**src/rtl/opb_reg_pkg.sv**
```systemverilog
// Shared definitions for the PPC-to-Simulink OPB register: FSM states,
// register offsets inside the slave window and status word layout.
package opb_reg_pkg;

  typedef enum logic [1:0] {
    IDLE = 2'd0,
    ACK  = 2'd1,
    HOLD = 2'd2
  } opb_state_t;

  // Byte offsets of the two registers inside the slave window
  localparam logic [31:0] OFS_DATA   = 32'h0000_0000;
  localparam logic [31:0] OFS_STATUS = 32'h0000_0004;
  // Only the address bit that separates the two offsets is decoded
  localparam logic [31:0] OFS_MASK   = OFS_DATA ^ OFS_STATUS;

  // Status word layout (little-endian bit numbers of the 32-bit value)
  localparam int STAT_CNT_LSB  = 0;
  localparam int STAT_CNT_MSB  = 15;
  localparam int STAT_PEND_BIT = 16;

  // True when the address selects the status register
  function automatic logic ofs_is_status(input logic [31:0] addr);
    return (addr & OFS_MASK) != (OFS_DATA & OFS_MASK);
  endfunction

  // Assemble the read-only status word; unused bits read as zero
  function automatic logic [31:0] status_word(input logic [15:0] cnt, input logic pend);
    logic [31:0] w;
    w = '0;
    w[STAT_CNT_MSB:STAT_CNT_LSB] = cnt;
    w[STAT_PEND_BIT] = pend;
    return w;
  endfunction

endpackage

```
**src/rtl/opb_be_merge.sv**
```systemverilog
// Byte-enable merge for OPB writes. be[0] is the big-endian first lane,
// i.e. it selects bits [31:24] of the little-endian word.
module opb_be_merge (
  input  logic [31:0] old_word,
  input  logic [31:0] new_word,
  input  logic [0:3]  be,
  output logic [31:0] merged_word
);

  genvar gi;
  generate
    for (gi = 0; gi < 4; gi++) begin : g_byte
      assign merged_word[31-8*gi -: 8] = be[gi] ? new_word[31-8*gi -: 8]
                                                : old_word[31-8*gi -: 8];
    end
  endgenerate

endmodule

```
**src/rtl/opb_register_ppc2simulink.sv**
```systemverilog
// OPB slave register written by the PPC and consumed by Simulink user logic
// on the same clock. Offset 0x0 is the byte-enabled data register, offset 0x4
// a read-only status word (write counter and pending flag).
// Optional feature: define OPB_REG_SHADOW_EN to stage PPC writes in a shadow
// register that user logic commits with user_load; without it every write
// commits straight to user_data_out.
module opb_register_ppc2simulink
  import opb_reg_pkg::*;
#(
  parameter logic [31:0] C_BASEADDR    = 32'h01080400,
  parameter logic [31:0] C_HIGHADDR    = 32'h010804FF,
  parameter int          C_OPB_AWIDTH  = 32,
  parameter int          C_OPB_DWIDTH  = 32,
  parameter logic [31:0] C_RESET_VALUE = 32'h00000000,
  parameter              C_FAMILY      = "virtex5"
) (
  input  logic                    OPB_Clk,
  input  logic                    OPB_Rst_n,
  input  logic [0:C_OPB_AWIDTH-1] OPB_ABus,
  input  logic [0:3]              OPB_BE,
  input  logic [0:C_OPB_DWIDTH-1] OPB_DBus,
  input  logic                    OPB_RNW,
  input  logic                    OPB_select,
  input  logic                    OPB_seqAddr,
  output logic [0:C_OPB_DWIDTH-1] Sl_DBus,
  output logic                    Sl_xferAck,
  output logic                    Sl_errAck,
  output logic                    Sl_retry,
  output logic                    Sl_toutSup,
  input  logic                    user_load,
  output logic [31:0]             user_data_out,
  output logic                    user_data_valid
);

  opb_state_t  state_reg;
  logic        xfer_ack_reg;
  logic        err_ack_reg;
  logic [31:0] dbus_reg;

  // Request captured when the hit is accepted; the write lands in the ACK cycle
  logic        req_rnw_reg;
  logic        req_status_reg;
  logic [0:3]  req_be_reg;
  logic [31:0] req_data_reg;

  // data_reg is what the PPC sees at offset 0x0 (the shadow when staging is on)
  logic [31:0] data_reg;
  logic [15:0] wr_count_reg;
  logic [31:0] user_data_reg;
  logic        user_valid_reg;
  logic        pending;

  logic [31:0] addr;
  logic        hit;
  logic        hit_status;
  logic        write_commit;
  logic [31:0] merged_word;

  assign addr       = OPB_ABus;
  assign hit        = OPB_select && (addr >= C_BASEADDR) && (addr <= C_HIGHADDR);
  assign hit_status = ofs_is_status(addr);

  // Only writes to the data offset change state; status writes are error-acked
  assign write_commit = (state_reg == ACK) && !req_rnw_reg && !req_status_reg;

  opb_be_merge u_be_merge (
    .old_word    (data_reg),
    .new_word    (req_data_reg),
    .be          (req_be_reg),
    .merged_word (merged_word)
  );

  // Bus handshake: one ack per select, stretched selects parked in HOLD
  always_ff @(posedge OPB_Clk or negedge OPB_Rst_n) begin
    if (!OPB_Rst_n) begin
      state_reg      <= IDLE;
      xfer_ack_reg   <= 1'b0;
      err_ack_reg    <= 1'b0;
      dbus_reg       <= '0;
      req_rnw_reg    <= 1'b0;
      req_status_reg <= 1'b0;
      req_be_reg     <= '0;
      req_data_reg   <= '0;
    end else begin
      xfer_ack_reg <= 1'b0;
      err_ack_reg  <= 1'b0;
      dbus_reg     <= '0;
      case (state_reg)
        IDLE: begin
          if (hit) begin
            state_reg      <= ACK;
            xfer_ack_reg   <= 1'b1;
            err_ack_reg    <= !OPB_RNW && hit_status;
            if (OPB_RNW) begin
              dbus_reg <= hit_status ? status_word(wr_count_reg, pending) : data_reg;
            end
            req_rnw_reg    <= OPB_RNW;
            req_status_reg <= hit_status;
            req_be_reg     <= OPB_BE;
            req_data_reg   <= OPB_DBus;
          end
        end
        ACK:     state_reg <= HOLD;
        HOLD:    if (!OPB_select) state_reg <= IDLE;
        default: state_reg <= IDLE;
      endcase
    end
  end

`ifdef OPB_REG_SHADOW_EN
  logic pending_reg;
  assign pending = pending_reg;

  // Staged writes: PPC fills the shadow, user_load hands it to user logic
  always_ff @(posedge OPB_Clk or negedge OPB_Rst_n) begin
    if (!OPB_Rst_n) begin
      data_reg       <= C_RESET_VALUE;
      wr_count_reg   <= '0;
      user_data_reg  <= C_RESET_VALUE;
      user_valid_reg <= 1'b0;
      pending_reg    <= 1'b0;
    end else begin
      user_valid_reg <= 1'b0;
      if (write_commit) begin
        data_reg     <= merged_word;
        wr_count_reg <= wr_count_reg + 16'd1;
      end
      // A load colliding with a write takes the pre-write shadow and leaves
      // pending set so the new value is still waiting to be committed
      if (user_load && pending_reg) begin
        user_data_reg  <= data_reg;
        user_valid_reg <= 1'b1;
      end
      if (write_commit) begin
        pending_reg <= 1'b1;
      end else if (user_load && pending_reg) begin
        pending_reg <= 1'b0;
      end
    end
  end
`else
  assign pending = 1'b0;

  // Direct writes: every accepted data write is committed to user logic
  always_ff @(posedge OPB_Clk or negedge OPB_Rst_n) begin
    if (!OPB_Rst_n) begin
      data_reg       <= C_RESET_VALUE;
      wr_count_reg   <= '0;
      user_data_reg  <= C_RESET_VALUE;
      user_valid_reg <= 1'b0;
    end else begin
      user_valid_reg <= 1'b0;
      if (write_commit) begin
        data_reg       <= merged_word;
        wr_count_reg   <= wr_count_reg + 16'd1;
        user_data_reg  <= merged_word;
        user_valid_reg <= 1'b1;
      end
    end
  end
`endif

  assign Sl_DBus         = dbus_reg;
  assign Sl_xferAck      = xfer_ack_reg;
  assign Sl_errAck       = err_ack_reg;
  assign Sl_retry        = 1'b0;
  assign Sl_toutSup      = 1'b0;
  assign user_data_out   = user_data_reg;
  assign user_data_valid = user_valid_reg;

  // Inputs with no function in this configuration (bursts are not supported)
  logic unused_ok;
  assign unused_ok = ^{OPB_seqAddr, user_load, C_FAMILY[7:0]};

endmodule

```
**config.mk**
```make
export PLATFORM = sky130hd
export DESIGN_NAME = opb_register_ppc2simulink
export DESIGN_NICKNAME = d
export VERILOG_FILES = /design/src/rtl/opb_reg_pkg.sv /design/src/rtl/opb_be_merge.sv /design/src/rtl/opb_register_ppc2simulink.sv
export SDC_FILE = /design/constraint.sdc
export NUM_CORES = 1
export LEC_CHECK = 0
export ABC_AREA = 1
export CAP_MARGIN = 20
export CORE_MARGIN = 10
export CORE_UTILIZATION = 39
export CTS_CLUSTER_SIZE = 28
export DETAILED_ROUTE_END_ITERATION = 10
export PLACE_DENSITY_LB_ADDON = 0.05
export SLEW_MARGIN = 20
export SYNTH_ARGS = -nofsm -noshare
export SYNTH_HDL_FRONTEND = slang
export SYNTH_SLANG_ARGS = --single-unit
```
**constraint.sdc**
```tcl
create_clock -name OPB_Clk -period 3.8 [get_ports OPB_Clk]
set_input_delay 0.57 -clock OPB_Clk [delete_from_list [all_inputs] [get_ports OPB_Clk]]
set_output_delay 0.57 -clock OPB_Clk [all_outputs]
set_load 0.02 [all_outputs]
```
Word level (Yosys, flattened, before mapping)
Index checks and enable logic that the tools add are counted.
{"block": "word_totals", "register_bits": 123, "inputBits": 74, "out_inout_bits": 69, "wordCells": 52}
{"block": "op_classes", "add_sub_neg": 1, "magnitude_cmp": 2, "eq_ne": 4, "n_mux": 16, "reduce_logical": 15}
{"op": "$mux W32", "n": 4}
{"op": "$ge A32 B25 Y1 const B", "n": 1}
{"op": "$le A32 B25 Y1 const B", "n": 1}
{"op": "$mux W8", "n": 4}
{"op": "$add A16 B1 Y16 const B", "n": 1}
{"op": "$reduce_and A2 Y1", "n": 6}
{"op": "$pmux W2 S3", "n": 1}
{"op": "$logic_and A1 B1 Y1", "n": 5}
{"op": "$mux W1", "n": 5}
{"op": "$mux W2", "n": 2}
{"op": "$ne A2 B2 Y1 const B", "n": 2}
{"op": "$logic_not A1 Y1", "n": 3}
{"op": "$eq A2 B1 Y1 const B", "n": 1}
{"op": "$eq A2 B2 Y1 const B", "n": 1}
{"op": "$logic_not A2 Y1", "n": 1}

Logic depth before layout (Yosys ltp)
{"block": "depth", "depth_word": 5, "ltp_mapped": 10, "mapped_depth_nobuf": 9}

Hierarchy
A second synthesis with hierarchy kept.
{"block": "unflattened", "cells_unflattened": 655, "area_unflattened_um2": 5355.1}
{"mod": "opb_register_ppc2simulink", "instances": 1, "cells_per_inst": 551, "area_per_inst_um2": 4934.7, "seq_area_each_um2": 3078.0}
{"mod": "opb_be_merge", "instances": 1, "cells_per_inst": 104, "area_per_inst_um2": 420.4, "seq_area_each_um2": 0.0}

Least setup slack after synthesis
No wires, ideal clock.
{"block": "synth_timing", "path_kind": "input to register", "startpoint": "in OPB_ABus[19] (netlist bit)", "endpoint": "reg dbus_reg[15] (netlist: Sl_DBus[16])", "setup_time_ps": 72, "t_arrival_ps": 1470, "required_ps": 3728, "slack_ps": 2259, "path_stages": 8, "n_path_buf": 1, "cell_sequence": "nor2_1 > nand2_1 > nor2_1 > nand2_1 > nor2_8 > nand2_2 > buf_2 > nor2_1"}
{"block": "synth_between", "elab_chain_len": 5, "word_cells_on_any_way": 6, "cone_classes": "2 x order compare; 2 x mux; 2 x reduce/logical"}
{"element": "start: declaration", "line": "opb_register_ppc2simulink.sv:19", "rtl": "input logic [0:C_OPB_AWIDTH-1] OPB_ABus,"}
{"element": "$ge A32 B25 Y1", "line": "opb_register_ppc2simulink.sv:60", "rtl": "assign hit = OPB_select && (addr >= C_BASEADDR) && (addr <= C_HIGHADDR);"}
{"element": "$logic_and A1 B1 Y1", "line": "opb_register_ppc2simulink.sv:60"}
{"element": "$logic_and A1 B1 Y1 (*)", "line": "opb_register_ppc2simulink.sv:60"}
{"element": "$mux W32 (*)", "line": "opb_register_ppc2simulink.sv:90", "rtl": "if (hit) begin"}
{"element": "$mux W32 (*)", "line": "opb_register_ppc2simulink.sv:88", "rtl": "case (state_reg)"}
{"element": "end signal: assignment", "line": "opb_register_ppc2simulink.sv:95", "rtl": "dbus_reg <= hit_status ? status_word(wr_count_reg, pending) : data_reg;"}
{"element": "end: declaration", "line": "opb_register_ppc2simulink.sv:38", "rtl": "logic [31:0] dbus_reg;"}
Mark *: on every way between the ends. The rest lies on a longest branch, timed or not.
A chain may end at the register's enable or synchronous reset.

Worst setup path in the final report
{"block": "layout_timing", "startpoint": "reg state_reg[1]", "endpoint": "reg user_data_reg[15] (netlist: user_data_out[15])"}
{"block": "layout_between", "elab_chain_len": 4}
{"element": "start: declaration", "line": "opb_register_ppc2simulink.sv:35", "rtl": "opb_state_t state_reg;"}
{"element": "start signal: assignment", "line": "opb_register_ppc2simulink.sv:76", "rtl": "state_reg <= IDLE;"}
{"element": "start signal: assignment", "line": "opb_register_ppc2simulink.sv:91", "rtl": "state_reg <= ACK;"}
{"element": "start signal: assignment", "line": "opb_register_ppc2simulink.sv:103", "rtl": "ACK: state_reg <= HOLD;"}
{"element": "$eq A2 B1 Y1", "line": "opb_register_ppc2simulink.sv:64", "rtl": "assign write_commit = (state_reg == ACK) && !req_rnw_reg && !req_status_reg;"}
{"element": "$logic_and A1 B1 Y1 (2 in series)", "line": "opb_register_ppc2simulink.sv:64"}
{"element": "$reduce_and A2 Y1 (no line)"}
{"element": "end signal: assignment", "line": "opb_register_ppc2simulink.sv:156", "rtl": "user_data_reg <= merged_word;"}
{"element": "end: declaration", "line": "opb_register_ppc2simulink.sv:49", "rtl": "logic [31:0] user_data_reg;"}
Every way passes these cells.

==> flow_summary.yaml <==
run_status:
  outcome: "completed"
timing:
  fin_crit_ps: 2166
  worstMarginPinSlew_ps: 815.8
  slew_headroom_pct: 45.62
  period_share_pct: 56.99
  drv_slew: 0
  fin_tns_setup_ps: 0
  rsz0062_at_grt: "no"
  setup_violations: 0
  fin_ws_ps: 1634
  timing.final.hold_violations: 0
  finClkSkew_ps: 10.43
  max_freq_ghz: 0.4618
clock_network:
  cts-hold-fix-buffers: 0
  cts_setup_buffers: 0
  cts_root_buffer: "clkbuf_16"
  cts_tree: "yes"
  cts.reportedPaths.clkPinSlew_ps: 50
  cts.repair.resized: 0
  numClockSinks: 123
  clk_latency_ps: 410
  htreeDepth: 4
  cts_buffers: 17
  clk_path_buf_depth: 2
finish:
  drive_gt1_share_pct: 5.409
  finalNonFillerCells: 856
  final_util_pct: 56.15
  num-nets-final: 746
  area_growth_pct: 42.02
  final_common_cell: "nand2_1"
  antenna_cells: 0
  final_cell_mix: "nand2_1, clkdlybuf4s50_1, dfrtp_1"
setup_path:
  cp_max_fo: 16
  r2r-start: "state_reg[1]"
  startpoint: "state_reg[1]"
  crit_arrival_ps: 2480
  end_kind: "flop"
  path_class: "flop to flop"
  critPathLaunchType: "flop"
  reg2reg_slack_ps: 1630
  cp_data_required_time_ps: 4110
routing:
  via_per_inst: 4.479
  detail_route.wl_per_cell_um: 13.93
  drtIter0Drc: 207
  wl_mm: 11.92
  ant_nets: 0
  dr.pass1.iters: 4
  vias: 3834
  drc: 0
floorplanning:
  die_h_um: 132.6
  die_w_um: 132.6
  coreArea_um2: 12520
  start_util_pct: 39.53
  ioPinCount: 143
  rows: 41
  die_area_um2: 17590
grt:
  grt_max_degree: 64
  grt_pass1_vias: 3926
  grt_pass1_wl_mm: 19.75
  antenna_found_initial: 0
  grt_usage_pct: 14.13
  grt-ovfl-total: 0
logic_synthesis:
  yosysUniqueCellTypes: 22
  synth_area_per_cell_um2: 9.232
  synthMuxAreaShare_pct: 3.236
  synth_compound_area_share_pct: 7.181
  netlist_area_um2: 4948
  synth_top_family_by_area: "simple AND/OR/NAND/NOR gates"
  synth-adder-area-share_pct: 0.2528
  syn_inst: 536
  synth_xor_area_share_pct: 1.593
  ys_warn_count: 0
  ys_ff_latch: 123
  synthSimpleGateAreaFrac_pct: 18.38
  synth-seq-area-share_pct: 62.20
power:
  p_per_area_nw_per_um2: 438.1
  peakVddDrop_uv: 316.5
  leakagePower_nw: 3.293
worst_hold_path:
  hp-class: "input pin to async pin"
place:
  dp_hpwl_mm: 8.625
  place_ws_ps: 1249
  io_buffers: 131
  dpl.cell_count: 824
  gp_congestion: 0.8028
flow_run:
  maxCapViolCount: 0
## worst paths after layout
check,to,cells past startpoint
max,user_data_out[15],5
min,user_data_out[1],1
max reg2reg,user_data_out[15],5
min reg2reg,req_be_reg[0],2
max in group asynchronous,req_data_reg[0],2
min in group OPB_Clk,req_be_reg[0],2
## cells in the mapped netlist
library cell | instances | area, um^2
conb_1 | 1 | 3.750
o21ai_0 | 70 | 350.3
nand3b_1 | 1 | 7.510
buf_4 | 4 | 30.03
xor2_1 | 6 | 52.55
buf_2 | 10 | 50.05
inv_1 | 67 | 251.5
nor3_1 | 1 | 5.000
nand3_1 | 6 | 30.03
xnor2_1 | 3 | 26.28
mux2i_1 | 16 | 160.2
buf_1 | 1 | 3.750
nand2_2 | 2 | 12.51
nand3_4 | 1 | 17.52
a21oi_1 | 1 | 5.000
clkbuf_1 | 4 | 15.01
nor2_1 | 72 | 270.3
nor2_8 | 1 | 20.02
ha_1 | 1 | 12.51
nand2_1 | 144 | 540.5
dfrtp_1 | 123 | 3078
or2_1 | 1 | 6.260
## cells by family after synthesis
group / count (synthesis)
simple gates: 229
flops: 123
buf+inv: 86
compound gates: 71
mux: 16
xor+xnor: 9
fa+ha+maj: 1
other cells: 1
## final cells by class
| class | instances | area [um^2] |
|---|---|---|
| Clock buffer | 25 | 505.5 |
| Clock inverter | 7 | 110.1 |
| Sequential cell | 123 | 3078 |
| Fill cell | 1187 | 5489 |
| Timing Repair Buffer | 134 | 1344 |
| Tap cell | 172 | 215.2 |
| Inverter | 67 | 251.5 |
| Multi-Input combinational cell | 328 | 1524 |
## per-layer routing
| metal | routed length, um | vias up | global-route usage (%) |
|---|---|---|---|
| li1 | - | 1910 | - |
| met1 | 4908 | 1822 | 15.53 |
| met2 | 5979 | 93 | 23.14 |
| met3 | 926 | 9 | 6.889 |
| met4 | 106 | 0 | 5.318 |
| met5 | 0 | - | 0 |
## through the flow
step | total power, mW | area, um^2 | hold slack [ps]
CTS | 3.117 | 7028 | 267.7
finish | 3.079 | 7028 | 240.3
detailed placement | 1.446 | 6412 | 458.6
global route | 3.181 | 7028 | 293.5
floorplan | 1.350 | 4952 | 274.4
global placement | 1.445 | 6412 | 455.7
## critical path, stage by stage (launching register included)
cell     delay [ps]
dfrtp_1         400
nor2_1          140
nand2_1         290
inv_1           510
nand2_1         430
o21ai_0         300
## where the power goes
group	total [mW]	internal, mW	switching [mW]	leakage, nW
Combinational	0.109	0.0648	0.0442	1.43
Clock	1.66	1.11	0.544	0.307
Sequential	1.31	1.31	0.00000102	1.55
Note: power is estimated with default switching activity, not from simulation.
==> patch: new RTL, same settings <==
Encoding of `opb_state_t`: now one-hot (3 bits for 3 states).
--- a/src/rtl/opb_reg_pkg.sv
+++ b/src/rtl/opb_reg_pkg.sv
@@ -2,10 +2,10 @@
 // register offsets inside the slave window and status word layout.
 package opb_reg_pkg;
 
-  typedef enum logic [1:0] {
-    IDLE = 2'd0,
-    ACK  = 2'd1,
-    HOLD = 2'd2
+  typedef enum logic [2:0] {
+    IDLE = 3'b001,
+    ACK  = 3'b010,
+    HOLD = 3'b100
   } opb_state_t;
 
   // Byte offsets of the two registers inside the slave window
Function: no difference found for any inputs over 10 cycles, from zero or initial values and one cycle with OPB_Rst_n low; not proved beyond that.
==> patch against the unedited design <==
- routed wire length grew 1.9%
- setup slack improved by 0.073 ns
- sequential cell count is 1 higher
- sequential share of layout area up 0.81 points
- highest routed layer unchanged
- first-iteration DRC count fell by 8.7%
- largest power group unchanged
- synthesized area increased by 1.6%
- register-to-register slack improved by 0.28 ns
- power shrank 7.5%
- final area fell by 0.98%
- count of clock-buffer cells in the layout grew 1
- critical endpoint is now req_data_reg[19]
==> patch: results (changes against the unedited design) <==
metric	value	unit	change
I/O Buffers	131		unchanged
CP max FO	42		+26
layout cells sized above 1	5.95	%	+0.54 points
CP peak stage delay	0.45	ns	-0.06 ns
Commonest cells post-synth	nand2_1, dfrtp_1, nor2_1, inv_1, nand3_1		
Crit-path slowest cell	clkdlybuf4s50_1		
R2R Setup Slk	1.91	ns	+0.28 ns
nets	738		-1.1%
H-Tree Level Count	4		unchanged
ant diodes	0		unchanged
pin count of the biggest net entering global routing	79		+23%
FF-to-FF End	req_data_reg[19]		
Starting DRT DRC Count	189		-8.7%
Filler cells	1198		+0.93%
outcome	finished, final reports clean		
critical path arrival	2.44	ns	-0.04 ns
clock root buffer	clkbuf_16		
met3 routed WL	1050	um	+14%
reg2reg start	state_reg[0]		
met2 WL	6030	um	+0.85%
sw frac	19.6	%	+0.49 points
final WL	12200	um	+1.9%
relative slew slack	59.5	%	+14 points
via count	3770		-1.7%
hold slack	0.167	ns	-0.0734 ns
maximum VDD drop	0.256	mV	-19%
R2R cell count	6		+1
CTS max path bufs	2		unchanged
Post-CTS Resized	0		unchanged
Lkg Pwr	3.48	nW	+5.8%
global-route wire length before repair	20200	um	+2.2%
gp weighted congestion	0.787		-2.0%
post-route clock skew	0.00547	ns	-0.00496 ns
sequential share of the synthesized area	61.7	%	-0.47 points
hpwl dp	8620	um	about the same
Synth area leaders	dfrtp_1, nand2_1, nor2_1		
routed metal-1 wire length	4910	um	about the same
postcts setup bufs	0		unchanged
Yosys cell types	31		+41%
total global-route track usage	14.2	%	+0.072 points
TritonRoute pass-1 iters	5		+1
vias in the first global route	4029		+2.6%
[patch: per-stage QoR]
stage	instances	utilization (%)	cell area (um^2)	setup slack [ns]
6_report	844	55.1	6960	1.71
5_1_grt	844	55.1	6960	1.46
4_1_cts	844	55.1	6960	1.66
3_5_place_dp	816	51.0	6440	1.22
3_3_place_gp	816	51.0	6440	1.23
2_1_floorplan	530	-	5030	2.27
[patch: how the worst max path moves through the flow]
stage	from	end	slack, ns	cells past startpoint
2_1_floorplan	OPB_ABus[18]	req_be_reg[2]	2.27	9
3_3_place_gp	OPB_ABus[12]	req_data_reg[6]	1.23	11
3_5_place_dp	OPB_ABus[12]	req_data_reg[9]	1.22	11
4_1_cts	OPB_ABus[12]	req_data_reg[19]	1.66	11
5_1_grt	OPB_ABus[12]	req_data_reg[16]	1.46	11
6_report	OPB_ABus[12]	req_data_reg[19]	1.71	11
[patch: metal layers]
| layer | up-vias | global-route usage, % |
|---|---|---|
| li1 | 1903 | - |
| met1 | 1777 | 15.3 |
| met2 | 77 | 23.3 |
| met3 | 13 | 7.41 |
| met4 | 0 | 5.26 |
| met5 | - | 0 |
[patch: area by class of cell]
cell class / instances / area (um^2) / share of cell area (%)
multi-input cells: 349 / 1630 / 23.5
flip-flops and latches: 124 / 3100 / 44.6
clock buffers: 26 / 509 / 7.32
inverters: 38 / 150 / 2.16
repair buffers: 133 / 1340 / 19.2
well taps: 172 / 215 / 3.09
clock inverters: 2 / 10.0 / 0.144
[patch: power groups by stage]
| stage | Clock, mW | Combinational (mW) | Sequential, mW |
|---|---|---|---|
| after floorplan | 0 | 0.0154 | 1.34 |
| after global placement | 0 | 0.111 | 1.34 |
| after detailed placement | 0 | 0.112 | 1.34 |
| after CTS | 1.46 | 0.112 | 1.32 |
| after global routing | 1.51 | 0.120 | 1.32 |
| final | 1.41 | 0.109 | 1.32 |
[patch: logic make-up (layout without fill, tap and decap cells)]
logic type	Yosys count	after routing	share of synthesized area (%)
other cells	1	2	0.0746
simple gates	300	300	25.1
mux	16	16	3.18
flops	124	124	61.7
compound gates	20	20	2.07
xor+xnor	10	10	1.74
buf+inv	57	199	5.85
fa+ha+maj	1	1	0.249
[patch: critical path, delay by kind of cell]
family / cells / cell delay [ns]
simple gates: 8 / 1.00
buf+inv: 3 / 0.85
